[config.mk]
export PLATFORM = sky130hd
export DESIGN_NAME = video_stream_src_flat
export DESIGN_NICKNAME = d
export VERILOG_FILES = /design/src/rtl/video_stream_pkg.sv /design/src/rtl/video_stream_src_if.sv /design/src/rtl/video_stream_src_timing.sv /design/src/rtl/video_stream_src.sv /design/src/flat_wrapper.sv
export SDC_FILE = /design/constraint.sdc
export NUM_CORES = 1
export LEC_CHECK = 0
export BUFFER_PORTS_ARGS = -buffer_cell sky130_fd_sc_hd__buf_2
export CAP_MARGIN = 0
export CELL_PAD_IN_SITES_DETAIL_PLACEMENT = 1
export CELL_PAD_IN_SITES_GLOBAL_PLACEMENT = 2
export CORE_ASPECT_RATIO = 0.6
export CORE_UTILIZATION = 36
export CTS_CLUSTER_DIAMETER = 200
export DETAILED_ROUTE_END_ITERATION = 7
export PLACE_DENSITY_LB_ADDON = 0.1
export SYNTH_ARGS = -nofsm -noshare
export SYNTH_HDL_FRONTEND = slang
export SYNTH_SLANG_ARGS = --single-unit
export TNS_END_PERCENT = 50
[constraint.sdc]
create_clock -name clk -period 2.8 [get_ports clk]
set_input_delay 0.42 -clock clk [delete_from_list [all_inputs] [get_ports clk]]
set_output_delay 0.42 -clock clk [all_outputs]
set_load 0.005 [all_outputs]
[src/rtl/video_stream_pkg.sv]
// video_stream_pkg
//   Shared types and default timing for the video stream source and the
//   mean-filter testbenches that consume its stream.
//   - vsrc_state_e : source FSM states (IDLE / RUN / DRAIN)
//   - vsrc_mode_e  : test pattern select (CONST / HRAMP / VRAMP / XOR)
//   - DEF_*        : default 640x480 timing inside a 1440x525 raster
package video_stream_pkg;

    typedef enum logic [1:0] {
        ST_IDLE  = 2'd0,
        ST_RUN   = 2'd1,
        ST_DRAIN = 2'd2
    } vsrc_state_e;

    typedef enum logic [1:0] {
        PAT_CONST = 2'd0,
        PAT_HRAMP = 2'd1,
        PAT_VRAMP = 2'd2,
        PAT_XOR   = 2'd3
    } vsrc_mode_e;

    localparam int DEF_IW      = 640;
    localparam int DEF_IH      = 480;
    localparam int DEF_H_TOTAL = 1440;
    localparam int DEF_V_TOTAL = 525;
    localparam int DEF_H_BACK  = 200;
    localparam int DEF_V_BACK  = 20;

    localparam int FRAME_CNT_W = 16;

endpackage

[src/rtl/video_stream_src_if.sv]
// video_stream_src_if
//   Pixel stream bundle between the source and the filter chain.
//   Handshake: push-only stream with no backpressure. dout_hsync is the
//   per-pixel valid; there is no ready, so the consumer must take a pixel
//   on every clock that dout_hsync is high. dout_vsync frames whole active
//   lines (it is high across porches inside those lines too).
//   Ports (modport master = source side, slave = consumer side):
//     dout_vsync  1   frame-valid, high across whole active lines
//     dout_hsync  1   line-valid, high over active pixels
//     dout        DW  pixel, 0 when dout_hsync is low
interface video_stream_src_if #(
    parameter int DW = 8
);
    logic          dout_vsync;
    logic          dout_hsync;
    logic [DW-1:0] dout;

    modport master (output dout_vsync, output dout_hsync, output dout);
    modport slave  (input  dout_vsync, input  dout_hsync, input  dout);
endinterface

[src/rtl/video_stream_src_timing.sv]
// vsrc_timing
//   Raster counter pair for the video stream source. h_cnt runs
//   0..H_TOTAL-1, v_cnt runs 0..V_TOTAL-1 and steps when h_cnt wraps.
//   Both counters are held at 0 whenever run is low.
//   Ports:
//     clk, rst            clock, synchronous active-high reset
//     run                 advance enable (source FSM not idle)
//     h_cnt, v_cnt        raster position
//     frame_end           run and position is the last clock of the frame
//     vs_region           v_cnt inside the active lines
//     hs_region           vs_region and h_cnt inside the active pixels
module vsrc_timing #(
    parameter int H_TOTAL = 1440,
    parameter int H_BACK  = 200,
    parameter int IW      = 640,
    parameter int V_TOTAL = 525,
    parameter int V_BACK  = 20,
    parameter int IH      = 480,
    parameter int HW      = $clog2(H_TOTAL + 1),
    parameter int VW      = $clog2(V_TOTAL + 1)
) (
    input  logic          clk,
    input  logic          rst,
    input  logic          run,
    output logic [HW-1:0] h_cnt,
    output logic [VW-1:0] v_cnt,
    output logic          frame_end,
    output logic          vs_region,
    output logic          hs_region
);
    // Widths carry one spare value so the exclusive end bounds
    // (H_BACK+IW may equal H_TOTAL) fit without wrapping.
    localparam logic [HW-1:0] H_LAST = HW'(H_TOTAL - 1);
    localparam logic [HW-1:0] H_ACT0 = HW'(H_BACK);
    localparam logic [HW-1:0] H_ACT1 = HW'(H_BACK + IW);
    localparam logic [VW-1:0] V_LAST = VW'(V_TOTAL - 1);
    localparam logic [VW-1:0] V_ACT0 = VW'(V_BACK);
    localparam logic [VW-1:0] V_ACT1 = VW'(V_BACK + IH);

    logic h_last;
    logic v_last;

    assign h_last = (h_cnt == H_LAST);
    assign v_last = (v_cnt == V_LAST);

    always_ff @(posedge clk) begin
        if (rst || !run) begin
            h_cnt <= '0;
            v_cnt <= '0;
        end else if (h_last) begin
            h_cnt <= '0;
            v_cnt <= v_last ? '0 : v_cnt + VW'(1);
        end else begin
            h_cnt <= h_cnt + HW'(1);
        end
    end

    assign frame_end = run && h_last && v_last;
    assign vs_region = (v_cnt >= V_ACT0) && (v_cnt < V_ACT1);
    assign hs_region = vs_region && (h_cnt >= H_ACT0) && (h_cnt < H_ACT1);

endmodule

[src/rtl/video_stream_src.sv]
// video_stream_src
//   Test-pattern video source feeding the mean-filter chain. A raster
//   counter pair (vsrc_timing) is decoded into registered vsync/hsync/pixel
//   outputs, so every output shows the counter state one clock later.
//   A frame, once started, always runs to its last clock; only rst aborts.
//   Optional build macro: VSRC_FRAME_CNT_EN adds the frame_cnt output and
//   turns pattern mode 1 into a ramp that scrolls by one per frame.
//   Ports:
//     clk, rst     pixel clock, synchronous active-high reset
//     en           run request (level)
//     mode         pattern select, taken at frame start only
//     vs           stream bundle (master): dout_vsync, dout_hsync, dout
//     frame_done   one-clock pulse on the last clock of each frame
//     busy         FSM not IDLE
//     fsm_state    current FSM state, for observation
//     frame_cnt    (VSRC_FRAME_CNT_EN only) completed-frame count, wraps
module video_stream_src
    import video_stream_pkg::*;
#(
    parameter int            DW        = 8,
    parameter int            IW        = DEF_IW,
    parameter int            IH        = DEF_IH,
    parameter int            H_TOTAL   = DEF_H_TOTAL,
    parameter int            H_BACK    = DEF_H_BACK,
    parameter int            V_TOTAL   = DEF_V_TOTAL,
    parameter int            V_BACK    = DEF_V_BACK,
    parameter logic [DW-1:0] CONST_VAL = 8'h80
) (
    input  logic               clk,
    input  logic               rst,
    input  logic               en,
    input  logic [1:0]         mode,
    video_stream_src_if.master vs,
    output logic               frame_done,
    output logic               busy,
    output vsrc_state_e        fsm_state
`ifdef VSRC_FRAME_CNT_EN
    ,
    output logic [FRAME_CNT_W-1:0] frame_cnt
`endif
);
    localparam int HW = $clog2(H_TOTAL + 1);
    localparam int VW = $clog2(V_TOTAL + 1);

    vsrc_state_e   state_q;
    vsrc_state_e   state_d;
    vsrc_mode_e    mode_q;
    vsrc_mode_e    mode_eff;
    logic          run;
    logic [HW-1:0] h_cnt;
    logic [VW-1:0] v_cnt;
    logic          frame_end;
    logic          vs_region;
    logic          hs_region;
    logic          frame_start;
    logic [DW-1:0] x_px;
    logic [DW-1:0] y_px;
    logic [DW-1:0] pix;

    assign run       = (state_q != ST_IDLE);
    assign busy      = run;
    assign fsm_state = state_q;

    vsrc_timing #(
        .H_TOTAL (H_TOTAL),
        .H_BACK  (H_BACK),
        .IW      (IW),
        .V_TOTAL (V_TOTAL),
        .V_BACK  (V_BACK),
        .IH      (IH),
        .HW      (HW),
        .VW      (VW)
    ) u_timing (
        .clk       (clk),
        .rst       (rst),
        .run       (run),
        .h_cnt     (h_cnt),
        .v_cnt     (v_cnt),
        .frame_end (frame_end),
        .vs_region (vs_region),
        .hs_region (hs_region)
    );

    // ---------------------------------------------------------------- FSM
    always_ff @(posedge clk) begin
        if (rst) state_q <= ST_IDLE;
        else     state_q <= state_d;
    end

    // Dropping en on the very last clock of a frame has nothing left to
    // drain, so RUN goes straight to IDLE there.
    always_comb begin
        state_d = state_q;
        case (state_q)
            ST_IDLE:  if (en) state_d = ST_RUN;
            ST_RUN:   if (!en) state_d = frame_end ? ST_IDLE : ST_DRAIN;
            ST_DRAIN: if (frame_end) state_d = ST_IDLE;
            default:  state_d = ST_IDLE;
        endcase
    end

    // ------------------------------------------------------------ pattern
    assign frame_start = run && (h_cnt == '0) && (v_cnt == '0);

    // At (0,0) the live mode is decoded directly so the frame-start pixel
    // already follows the newly latched mode.
    assign mode_eff = frame_start ? vsrc_mode_e'(mode) : mode_q;

    // x/y are only used inside the active region, where the counter
    // difference is non-negative and fits the counter width.
    always_comb begin
        x_px = DW'(h_cnt - HW'(H_BACK));
        y_px = DW'(v_cnt - VW'(V_BACK));
`ifdef VSRC_FRAME_CNT_EN
        if (mode_eff == PAT_HRAMP) x_px = x_px + DW'(frame_cnt);
`endif
        case (mode_eff)
            PAT_CONST: pix = CONST_VAL;
            PAT_HRAMP: pix = x_px;
            PAT_VRAMP: pix = y_px;
            default:   pix = x_px ^ y_px;
        endcase
    end

    // ------------------------------------------------------ output decode
    always_ff @(posedge clk) begin
        if (rst) begin
            mode_q        <= PAT_CONST;
            vs.dout_vsync <= 1'b0;
            vs.dout_hsync <= 1'b0;
            vs.dout       <= '0;
            frame_done    <= 1'b0;
        end else begin
            if (frame_start) mode_q <= vsrc_mode_e'(mode);
            vs.dout_vsync <= run && vs_region;
            vs.dout_hsync <= run && hs_region;
            vs.dout       <= (run && hs_region) ? pix : '0;
            frame_done    <= frame_end;
        end
    end

`ifdef VSRC_FRAME_CNT_EN
    always_ff @(posedge clk) begin
        if (rst)             frame_cnt <= '0;
        else if (frame_done) frame_cnt <= frame_cnt + FRAME_CNT_W'(1);
    end
`endif

endmodule

[src/flat_wrapper.sv]
// flat-port wrapper written by rule: the top's interface ports become plain ports
module video_stream_src_flat import video_stream_pkg::*;
#(
    parameter int            DW        = 8,
    parameter int            IW        = DEF_IW,
    parameter int            IH        = DEF_IH,
    parameter int            H_TOTAL   = DEF_H_TOTAL,
    parameter int            H_BACK    = DEF_H_BACK,
    parameter int            V_TOTAL   = DEF_V_TOTAL,
    parameter int            V_BACK    = DEF_V_BACK,
    parameter logic [DW-1:0] CONST_VAL = 8'h80
)
  (clk, rst, en, mode, frame_done, busy, fsm_state, vs_dout_vsync, vs_dout_hsync, vs_dout);
  video_stream_src_if #(.DW(DW)) vs_i ();
  input  logic clk;
  input  logic rst;
  input  logic en;
  input  logic [1:0] mode;
  output logic frame_done;
  output logic busy;
  output vsrc_state_e fsm_state;
  output wire logic [$bits(vs_i.dout_vsync)-1:0] vs_dout_vsync;
  output wire logic [$bits(vs_i.dout_hsync)-1:0] vs_dout_hsync;
  output wire logic [$bits(vs_i.dout)-1:0] vs_dout;
  assign vs_dout_vsync = vs_i.dout_vsync;
  assign vs_dout_hsync = vs_i.dout_hsync;
  assign vs_dout = vs_i.dout;
  video_stream_src #(.DW(DW), .IW(IW), .IH(IH), .H_TOTAL(H_TOTAL), .H_BACK(H_BACK), .V_TOTAL(V_TOTAL), .V_BACK(V_BACK), .CONST_VAL(CONST_VAL)) u_core (.clk(clk), .rst(rst), .en(en), .mode(mode), .vs(vs_i), .frame_done(frame_done), .busy(busy), .fsm_state(fsm_state));
endmodule
==> reports/qor.log <==
INFO  pwr            power=1073µW
INFO  global_routing first_global_vias=1,559
INFO  setup_path     crit_path_max_fanout=9
INFO  run            timing.max_cap.violations=0
INFO  yosys          ys_dominant_reg_cell=sky130_fd_sc_hd__dfxtp_1
INFO  yosys          synthesis.nets=232
INFO  yosys          number_of_enable_flip_flop_cells_after_synthesis=0
INFO  yosys          synth-xor-area-share=11.48%
INFO  setup_path     cp.arrival=2810ps
INFO  timing         finalMaxSlewViolations=0
INFO  timing         finalSetupViolations=0
INFO  cells_and_area area_growth=12.92%
INFO  place          io_buffers=18
INFO  yosys          synth_simple_gate_area_share=24.59%
INFO  die            dieWidth=95.99µm
INFO  routing        drt-wirelength-per-cell=16.66µm
INFO  cells_and_area most-common-layout-cells=sky130_fd_sc_hd__dfxtp_1, sky130_fd_sc_hd__nor2_1, sky130_fd_sc_hd__buf_2
INFO  die            die-height=58.39µm
INFO  routing        first_pass_iters=4
INFO  clocking       ctsHtreeMaxLevel=2
INFO  routing        route.vias.total=1,560
INFO  yosys          synth_seq_cells=36
INFO  yosys          synthAdderAreaFrac=6.557%
INFO  pwr            power_density=498.2nW/µm²
INFO  place          hpwl=3921µm
INFO  hold_path      hold_path.class=in -> reg
INFO  place          placed_cells=292
INFO  setup_path     setup.worst_path.end_class=flop
INFO  yosys          synthesis.area=1908µm²
INFO  pwr            vdd_ir_drop_max=247.0µV
INFO  yosys          post_synth_num_cell_types=41
INFO  clocking       clk_pin_slew=80ps
INFO  cells_and_area finish.net_count=248
INFO  cells_and_area antenna_cells_inserted=0
INFO  setup_path     critical_path_cell_with_the_highest_stage_delay=sky130_fd_sc_hd__or4_1
INFO  die            floorplan.initialDensity=37.56%
INFO  die            placementRows=20
INFO  run_status     outcome=finished clean
INFO  timing         final.setup.worst_slack=198.1ps
INFO  timing         final-hold-violation-count=0
INFO  die            core=5080µm²
INFO  cells_and_area finalNonFillerCells=300
INFO  timing         finalSetupTns=0ps
INFO  timing         final_critical_path_share_of_the_clock_period=92.92%
INFO  clocking       post_cts.repair.setup_buffers=0
INFO  routing        detail_route.drc_violations=0
INFO  clocking       cts_tree=built
INFO  timing         clock.fmax=384.3MHz
INFO  global_routing grt_overflow=0
INFO  setup_path     crit_path_start_kind=flop
INFO  yosys          postSynth.asyncResetShare=0%
INFO  cells_and_area proportion_of_layout_cells_with_a_drive_suffix_above_1=16.24%
INFO  setup_path     path_buf_inv=1
INFO  timing         grt_setup_unrepaired=false
INFO  yosys          post_synth.cell_area_avg=8.793µm²
INFO  global_routing grt_max_degree=13
INFO  routing        vias_per_cell=5.200
INFO  yosys          synth-warning-count=0
INFO  global_routing global_route_wire_length_before_repair=8376µm
INFO  pwr            total_leakage_power=0.0008375µW
INFO  setup_path     timing_worst_setup_path_type=reg -> reg
INFO  yosys          sequential_to_total_area_share_from_yosys_stat=37.77%
INFO  die            ioPinCount=19
INFO  yosys          synth-compound-area-share=11.48%
INFO  clocking       clkLatencyLatePin=290ps
INFO  yosys          yosys-mux-area-fraction=2.820%
INFO  yosys          synthesis.instances=217
INFO  clocking       ctsResizeCount=0
INFO  place          placement.setup.worst_slack=198.7ps
INFO  setup_path     critPathMaxStageDelay=730ps
INFO  setup_path     cell_with_the_most_instances_on_the_worst_path=sky130_fd_sc_hd__or4_1
INFO  clocking       ctsLongestPathBuffers=2
INFO  routing        drtIter0Drc=83
INFO  timing         slew-limit-headroom=58.55%
INFO  place          place.gp.congestion=0.7865
INFO  timing         final.setup_skew=6.393ps
INFO  clocking       cts_root_buf=sky130_fd_sc_hd__clkbuf_8
INFO  die            die_area=5605µm²
INFO  global_routing grtUsageTotal=20.48%
INFO  timing         worst-slew-pin-transition=609.6ps
INFO  clocking       numCtsBuffers=5
INFO  cells_and_area mostFrequentLayoutCell=sky130_fd_sc_hd__dfxtp_1
INFO  routing        ant_nets=0
INFO  routing        postRouteWirelength=4999µm
INFO  global_routing antenna_found_initial=0
INFO  setup_path     worst_ep_required_time=3010ps
INFO  clocking       holdBufCountCts=0
INFO  yosys          largest_family_of_logic_cells_by_synthesized_area=simple AND/OR/NAND/NOR gates
INFO  setup_path     worstPathCellList=inv_1 -> ha_1 -> o21ai_0 -> a21oi_1 -> or4_1 -> or4_1 -> nor3_1
INFO  clocking       sinks_on_clock_net=36
INFO  setup_path     cpLargestDelayFamily=simple AND/OR/NAND/NOR gates
INFO  timing         final.min_clock_period=2602ps
==> logic make-up (layout without fill, tap and decap cells) <==
kind of cell / count (synthesis) / in the layout
buffers and inverters: 24 / 41
DFF: 36 / 36
and+or+nand+nor: 85 / 85
muxes: 4 / 4
adders and majority gates: 10 / 10
AOI/OAI and AO/OA: 33 / 33
xor gates and xnor gates: 25 / 25
==> final cells by class <==
cell class                 count  area (µm²)
sequential                    36       720.7
inverter                      13       48.80
multi-input combinational    157        1086
tap                           66       82.58
clock inverter                 3       42.54
timing repair buffer          20       105.1
fill                         608        2925
clock buffer                   5       68.82
==> where the power goes <==
group / leakage (µW) / internal, µW / switching [µW]
Sequential: 0.000291 / 517 / 9.15
Clock: 0.0000541 / 264 / 199
Combinational: 0.000493 / 35.6 / 49.0
==> through the flow <==
step / hold WS, ps / cell area (µm²) / util (%)
floorplan: 453.4 / 1908 / -
global placement: 444.4 / 2043 / 40.22
detailed placement: 479.4 / 2043 / 40.22
CTS: 331.3 / 2155 / 42.41
global route: 330.7 / 2155 / 42.41
finish: 330.4 / 2155 / 42.41
==> path summary, 6_finish.rpt <==
path / from / endpoint / cells past startpoint / slack, ps
max: u_core.u_timing.v_cnt[3] / u_core.vs.dout[7] / 7 / 200
max reg2reg: u_core.u_timing.v_cnt[3] / u_core.vs.dout[7] / 7 / 200
min: rst / u_core.mode_q[1] / 2 / 330
min reg2reg: u_core.fsm_state[1] / u_core.fsm_state[0] / 1 / 470
==> cell usage after synthesis, types with 2 or more instances <==
library cell	number	area, µm²
sky130_fd_sc_hd__nor4b_1	2	17.52
sky130_fd_sc_hd__and4_1	2	17.52
sky130_fd_sc_hd__nand3_1	10	50.05
sky130_fd_sc_hd__o21ai_0	3	15.01
sky130_fd_sc_hd__nand4_1	3	18.77
sky130_fd_sc_hd__or2_2	2	12.51
sky130_fd_sc_hd__ha_1	10	125.1
sky130_fd_sc_hd__dfxtp_1	36	720.7
sky130_fd_sc_hd__mux2_4	2	30.03
sky130_fd_sc_hd__nand2_1	13	48.80
sky130_fd_sc_hd__a21oi_1	12	60.06
sky130_fd_sc_hd__xnor2_1	16	140.1
sky130_fd_sc_hd__nor3_1	5	25.02
sky130_fd_sc_hd__or4_1	2	15.01
sky130_fd_sc_hd__o211ai_1	8	60.06
sky130_fd_sc_hd__xor2_1	9	78.83
sky130_fd_sc_hd__clkbuf_1	9	33.78
sky130_fd_sc_hd__nand2b_1	4	25.02
sky130_fd_sc_hd__inv_1	13	48.80
sky130_fd_sc_hd__nor2_1	30	112.6
sky130_fd_sc_hd__a211o_1	4	35.03
sky130_fd_sc_hd__and3_1	3	18.77
==> state kept, by name (all words and copies together), names as in the netlist <==
signal / cells
u_core.frame_done: 1
u_core.vs.dout_hsync: 1
u_core.u_timing.v_cnt: 10
u_core.mode_q: 2
u_core.u_timing.h_cnt: 11
u_core.fsm_state: 2
u_core.vs.dout_vsync: 1
u_core.vs.dout: 8
==> per-layer routing <==
metal  part of all wire, %  track usage [%]  vias to the layer above
met1                    56            31.48                      757
met4                  0.50            3.838                        0
met5                     0                0                        -
li1                      -                -                      769
met2                    39            28.98                       32
met3                   4.5            4.651                        2
No activity file was read; power rests on OpenSTA's default activity.
